File: src/rtl/thcompctrl.sv
// rtl/thcompctrl.sv - sequencer for the shared threshold comparator in the sync chain
//
// Parameters:
//   MSB      operand MSB (operand width MSB+1), same as the comparator
//   HITS     consecutive hits needed to declare sync (1..15)
//   CNT_W    sample counter / index width
//   MAX_SAMP samples per run before timeout (1..2^CNT_W)
// Ports:
//   clk, rst                    clock, synchronous active-high reset
//   thcompctrl_start/_abort     run start pulse / abort current run
//   thcompctrl_threshold        threshold, captured on an accepted start
//   thcompctrl_metric_*         metric sample stream (valid/data/ready)
//   thcompctrl_thcomp_op0/op1   registered comparator operands (metric, threshold)
//   thcompctrl_thcomp_start     one-cycle comparator start
//   thcomp_thcompctrl_finish    comparator finish strobe
//   thcomp_thcompctrl_data      comparator result (1 = op0 > op1)
//   thcompctrl_busy             run in progress
//   thcompctrl_sync_found       one-cycle pulse, sync declared
//   thcompctrl_sync_index       0-based index of the sample completing the hit run
//   thcompctrl_timeout          one-cycle pulse, sample budget exhausted
module thcompctrl #(
   parameter int MSB      = 15,
   parameter int HITS     = 3,
   parameter int CNT_W    = 10,
   parameter int MAX_SAMP = 1000
) (
   input  logic             clk,
   input  logic             rst,
   input  logic             thcompctrl_start,
   input  logic             thcompctrl_abort,
   input  logic [MSB:0]     thcompctrl_threshold,
   input  logic             thcompctrl_metric_valid,
   input  logic [MSB:0]     thcompctrl_metric_data,
   output logic             thcompctrl_metric_ready,
   output logic [MSB:0]     thcompctrl_thcomp_op0,
   output logic [MSB:0]     thcompctrl_thcomp_op1,
   output logic             thcompctrl_thcomp_start,
   input  logic             thcomp_thcompctrl_finish,
   input  logic             thcomp_thcompctrl_data,
   output logic             thcompctrl_busy,
   output logic             thcompctrl_sync_found,
   output logic [CNT_W-1:0] thcompctrl_sync_index,
   output logic             thcompctrl_timeout
);

   typedef enum logic [1:0] {
      S_IDLE  = 2'd0,
      S_WAIT  = 2'd1,
      S_ISSUE = 2'd2,
      S_CMPW  = 2'd3
   } state_t;

   localparam logic [3:0]       HITS_C    = 4'(HITS);
   localparam logic [CNT_W-1:0] LAST_SAMP = CNT_W'(MAX_SAMP - 1);

   state_t           state_q, state_d;
   logic [MSB:0]     op0_q, op0_d;
   logic [MSB:0]     op1_q, op1_d;
   logic [3:0]       hit_cnt_q, hit_cnt_d;
   logic [3:0]       hit_next;
   logic [CNT_W-1:0] samp_cnt_q, samp_cnt_d;
   logic [CNT_W-1:0] sync_index_q, sync_index_d;
   logic             thcomp_start_q, thcomp_start_d;
   logic             sync_found_q, sync_found_d;
   logic             timeout_q, timeout_d;

   always_comb begin
      state_d        = state_q;
      op0_d          = op0_q;
      op1_d          = op1_q;
      hit_cnt_d      = hit_cnt_q;
      samp_cnt_d     = samp_cnt_q;
      sync_index_d   = sync_index_q;
      thcomp_start_d = 1'b0;
      sync_found_d   = 1'b0;
      timeout_d      = 1'b0;
      // Hit count after this result; a miss restarts the run, so hits need
      // not be aligned to sample 0. It never exceeds HITS, so 4 bits suffice.
      hit_next       = thcomp_thcompctrl_data ? (hit_cnt_q + 4'd1) : 4'd0;

      case (state_q)
         S_IDLE: begin
            // Start coinciding with abort is dropped.
            if (thcompctrl_start && !thcompctrl_abort) begin
               op1_d      = thcompctrl_threshold;
               hit_cnt_d  = 4'd0;
               samp_cnt_d = '0;
               state_d    = S_WAIT;
            end
         end
         S_WAIT: begin
            if (thcompctrl_abort) begin
               state_d = S_IDLE;
            end else if (thcompctrl_metric_valid) begin
               op0_d          = thcompctrl_metric_data;
               // Registered so the pulse lines up with the ISSUE cycle.
               thcomp_start_d = 1'b1;
               state_d        = S_ISSUE;
            end
         end
         S_ISSUE: begin
            state_d = thcompctrl_abort ? S_IDLE : S_CMPW;
         end
         S_CMPW: begin
            // Abort outranks a simultaneous finish: the result is discarded.
            if (thcompctrl_abort) begin
               state_d = S_IDLE;
            end else if (thcomp_thcompctrl_finish) begin
               hit_cnt_d = hit_next;
               // Sync is tested first so it wins over timeout on the last sample.
               if (hit_next == HITS_C) begin
                  sync_found_d = 1'b1;
                  sync_index_d = samp_cnt_q;
                  state_d      = S_IDLE;
               end else if (samp_cnt_q == LAST_SAMP) begin
                  timeout_d = 1'b1;
                  state_d   = S_IDLE;
               end else begin
                  samp_cnt_d = samp_cnt_q + 1'b1;
                  state_d    = S_WAIT;
               end
            end
         end
         default: state_d = S_IDLE;
      endcase
   end

   always_ff @(posedge clk) begin
      if (rst) begin
         state_q        <= S_IDLE;
         op0_q          <= '0;
         op1_q          <= '0;
         hit_cnt_q      <= 4'd0;
         samp_cnt_q     <= '0;
         sync_index_q   <= '0;
         thcomp_start_q <= 1'b0;
         sync_found_q   <= 1'b0;
         timeout_q      <= 1'b0;
      end else begin
         state_q        <= state_d;
         op0_q          <= op0_d;
         op1_q          <= op1_d;
         hit_cnt_q      <= hit_cnt_d;
         samp_cnt_q     <= samp_cnt_d;
         sync_index_q   <= sync_index_d;
         thcomp_start_q <= thcomp_start_d;
         sync_found_q   <= sync_found_d;
         timeout_q      <= timeout_d;
      end
   end

   assign thcompctrl_metric_ready = (state_q == S_WAIT);
   assign thcompctrl_busy         = (state_q != S_IDLE);
   assign thcompctrl_thcomp_op0   = op0_q;
   assign thcompctrl_thcomp_op1   = op1_q;
   assign thcompctrl_thcomp_start = thcomp_start_q;
   assign thcompctrl_sync_found   = sync_found_q;
   assign thcompctrl_sync_index   = sync_index_q;
   assign thcompctrl_timeout      = timeout_q;

endmodule

File: config.mk
export PLATFORM = sky130hd
export DESIGN_NAME = thcompctrl
export DESIGN_NICKNAME = d
export VERILOG_FILES = /design/src/rtl/thcompctrl.sv
export SDC_FILE = /design/constraint.sdc
export NUM_CORES = 1
export LEC_CHECK = 0
export CORE_MARGIN = 2
export CORE_UTILIZATION = 40
export DETAILED_ROUTE_END_ITERATION = 10
export HOLD_SLACK_MARGIN = 0.1
export PLACE_DENSITY = 0.86
export SLEW_MARGIN = 5
export SYNTH_ARGS = -nofsm -noshare
export SYNTH_HDL_FRONTEND = slang
export SYNTH_SLANG_ARGS = --single-unit
File: constraint.sdc
create_clock -name clk -period 1.9 [get_ports clk]
set_input_delay 0.19 -clock clk [delete_from_list [all_inputs] [get_ports clk]]
set_output_delay 0.19 -clock clk [all_outputs]
set_load 0.02 [all_outputs]
==> impl_metrics.toml <==
[status]
outcome = "finished with violations"
violations = "negative setup slack"

[finish]
fin_area_mm2 = 0.003850
multi_input_comb_area_mm2 = 0.001204
share_of_cells_above_drive_strength_1_pct = 16.63
insertedDiodeCount = 0
instances_no_fill = 478
most-common-layout-cells = "83 x clkdlybuf4s50_1, 76 x nand2_1, 56 x dfxtp_1, 40 x a21oi_1, 30 x buf_4"
area.growth.synth_to_final_pct = 59.93
final-seq-area_mm2 = 0.001227
fillerInstances = 470
post-route-util_pct = 65.80
finalNetCount = 439
layout_commonest_cell = "clkdlybuf4s50_1"

[placement]
detailed_place_hpwl_um = 4849
post_dp_cell_area_mm2 = 0.003543
numPlacedInstances = 462
placement.io_buffers = 85
gp_routability_congestion = 0.8565

[synth]
number_of_flops_mapped_to_enable_cells_by_yosys = 0
synth_cells = 288
synthesized_area_per_cell_um2 = 8.359
synth.yosys.warnings = 0
synth_fp_nets = 329
post_synthesis_cell_area_mm2 = 0.002407
postSynth.asyncResetShare_pct = 0
synth-seq-area-share_pct = 50.73
postSynth.topFlopCell = "dfxtp_1"
count_of_state_elements_after_synthesis = 61
post_synth_num_cell_types = 40

[sta]
clock_skews_ns = 0.004071
timing.slew.headroom_pct = 60.98
final_hold_viol_count = 0
finalSetupViolCount = 2
post-route-period-util_pct = 101.3
grt_setup_unrepaired = "yes"
tightestPinTransition_ns = 0.5853
postLayoutSetupSlackWorst_ns = -0.02465
layout_min_cycle_time_ns = 1.925
slew_viol_final = 0
fmaxAchievable_mhz = 519.6

[route]
post_drt_wl_per_cell_um = 14.59
firstDrtPassIters = 4
wl_um = 6974
via_count = 2424
drt.antenna.violating_nets = 0
detailedRoute.firstIterationViolations = 77
routed.top_layer = "met4"
detail_route.drc_violations = 0
wirelength_met1_um = 2881
detailroute.wirelength.met2_um = 3499
vias_per_cell = 5.071
met3_length_um = 440

[global_route]
grt_overflow_total = 0
grt_antenna_before_repair = 0
overall_global_routing_usage_pct = 21.27
first_global_vias = 2317
grt_max_degree = 34
global_route_wire_length_before_repair_um = 10790

[power_and_ir_drop]
power_consumption_uw = 2783
static-leakage-power_uw = 0.001478
max-vdd-ir-drop_mv = 0.4174
power.density_cell_area_mw_per_mm2 = 722.7

[floorplanning]
die-width_um = 81.58
die_area_mm2 = 0.006654
fp.coreArea_mm2 = 0.005851
die_h_um = 81.58
effective_utilization_at_floorplan_pct = 41.15
pin_count = 86
std_cell_rows = 28

[clock_tree]
worstSkewPairLatency_ns = 0.33
cts-htree-levels = 3
cts_tree = "built"
clkSlewWorstSetupHoldPaths_ns = 0.06
clock_tree.root_cell = "clkbuf_8"
cts-buffers-inserted = 9
max-clock-path-buffers = 2
cts.sinks = 61
cts-hold-fix-buffers = 0

[worst_setup_path]
critical_path.max_fanout = 8
cp_slowest_cell = "or4_4"
critPathKind = "reg2reg"
crit_top_cell = "and4b_1"
cp_cell_sequence = "ha_4 -> and4b_1 -> and4b_1 -> a211o_4 -> or4_4 -> a21oi_2"
start_kind = "register"
worstPathRequired_ns = 2.17
slowest_delay_ns = 0.54
worst-endpoint-arrival_ns = 2.19
cp-end-kind = "register"

[worst_hold_path]
timing.hold.worst.class = "in2reg"

[run]
drv.max_cap_violation_count = 0
-- cells in the mapped netlist (2+ instances only) --
cell / instances / share of area, %
or4_1: 4 / 1.2
o21ai_1: 5 / 1.0
a21oi_1: 44 / 9.1
nand3_1: 3 / 0.62
clkbuf_1: 14 / 2.2
dfxtp_1: 61 / 51
mux2i_1: 10 / 4.2
a32oi_1: 2 / 0.73
o31ai_1: 3 / 0.94
o21ai_0: 4 / 0.83
ha_1: 2 / 1.0
buf_2: 2 / 0.42
nor2_1: 21 / 3.3
nand2_1: 76 / 12
and4b_1: 3 / 1.2
or2_1: 4 / 1.0
or3_1: 6 / 1.6
buf_4: 2 / 0.62
-- cells by family after synthesis --
group	synth area share [%]
AOI/OAI and AO/OA	14.35
xor gates and xnor gates	0.3639
adders and majority gates	1.039
buffers and inverters	3.378
DFF	50.73
muxes	4.158
and+or+nand+nor	25.99
-- report_power, final --
| part | total [uW] | leakage (uW) | switching [uW] | internal, uW |
|---|---|---|---|---|
| sequential | 1310 | 0.000496 | 12.7 | 1300 |
| combinational | 279 | 0.000877 | 128 | 151 |
| clock | 1190 | 0.000106 | 479 | 711 |
-- path summary, 6_finish.rpt --
kind	slack, ns	to	start	cells past startpoint
setup / recovery	-0.02	samp_cnt_q[6]	samp_cnt_q[0]	6
hold / removal	0.29	thcompctrl_sync_index[5]	rst	2
setup reg to reg	-0.02	samp_cnt_q[6]	samp_cnt_q[0]	6
hold reg to reg	0.45	thcompctrl_thcomp_op0[1]	thcompctrl_thcomp_op0[1]	2
-- critical path: cells and delay by family, from the launching register on --
family | cells | cell delay, ns
compound gates | 2 | 0.45
fa+ha+maj | 1 | 0.15
flops | 1 | 0.33
simple gates | 3 | 0.92
-- area by class of cell --
class	count	share of cell area, %
Clock buffer	13	4.387
Clock inverter	3	1.105
Inverter	1	0.09750
Multi-Input combinational cell	208	31.26
Sequential cell	61	31.88
Tap cell	75	2.437
Timing Repair Buffer	117	28.83
-- state kept, by name, indices dropped and copies added (netlist names) --
name                     count
samp_cnt_q                  10
state_q                      2
thcompctrl_thcomp_op1       16
thcompctrl_thcomp_start      1
hit_cnt_q                    4
thcompctrl_sync_index       10
thcompctrl_timeout           1
thcompctrl_sync_found        1
thcompctrl_thcomp_op0       16
-- per-stage QoR --
| stage | hold slack, ns | setup TNS (ns) | setup slack, ns |
|---|---|---|---|
| after floorplan | 0.2685 | 0 | 0.02126 |
| after global placement | 0.4409 | -1.634 | -0.2576 |
| after detailed placement | 0.4457 | -2.500 | -0.3562 |
| after CTS | 0.2711 | -0.02548 | -0.02548 |
| after global routing | 0.3048 | -0.2851 | -0.07412 |
| final | 0.2906 | -0.03976 | -0.02465 |
-- metal layers --
layer / GRT usage (%) / up-vias
met5: 0 / -
met4: 10.33 / 0
met3: 4.945 / 16
met2: 38.03 / 91
met1: 23.68 / 1105
li1: - / 1212
-- what timing repair did --
action | 4_1_cts | 5_1_grt
hold endpoints to repair | 0 | 0
gates resized for setup | 13 | 8
setup buffers | 0 | 1
setup endpoints to repair | 9 | 20
pin swaps | 10 | 4
(Power assumes the default switching activity.)
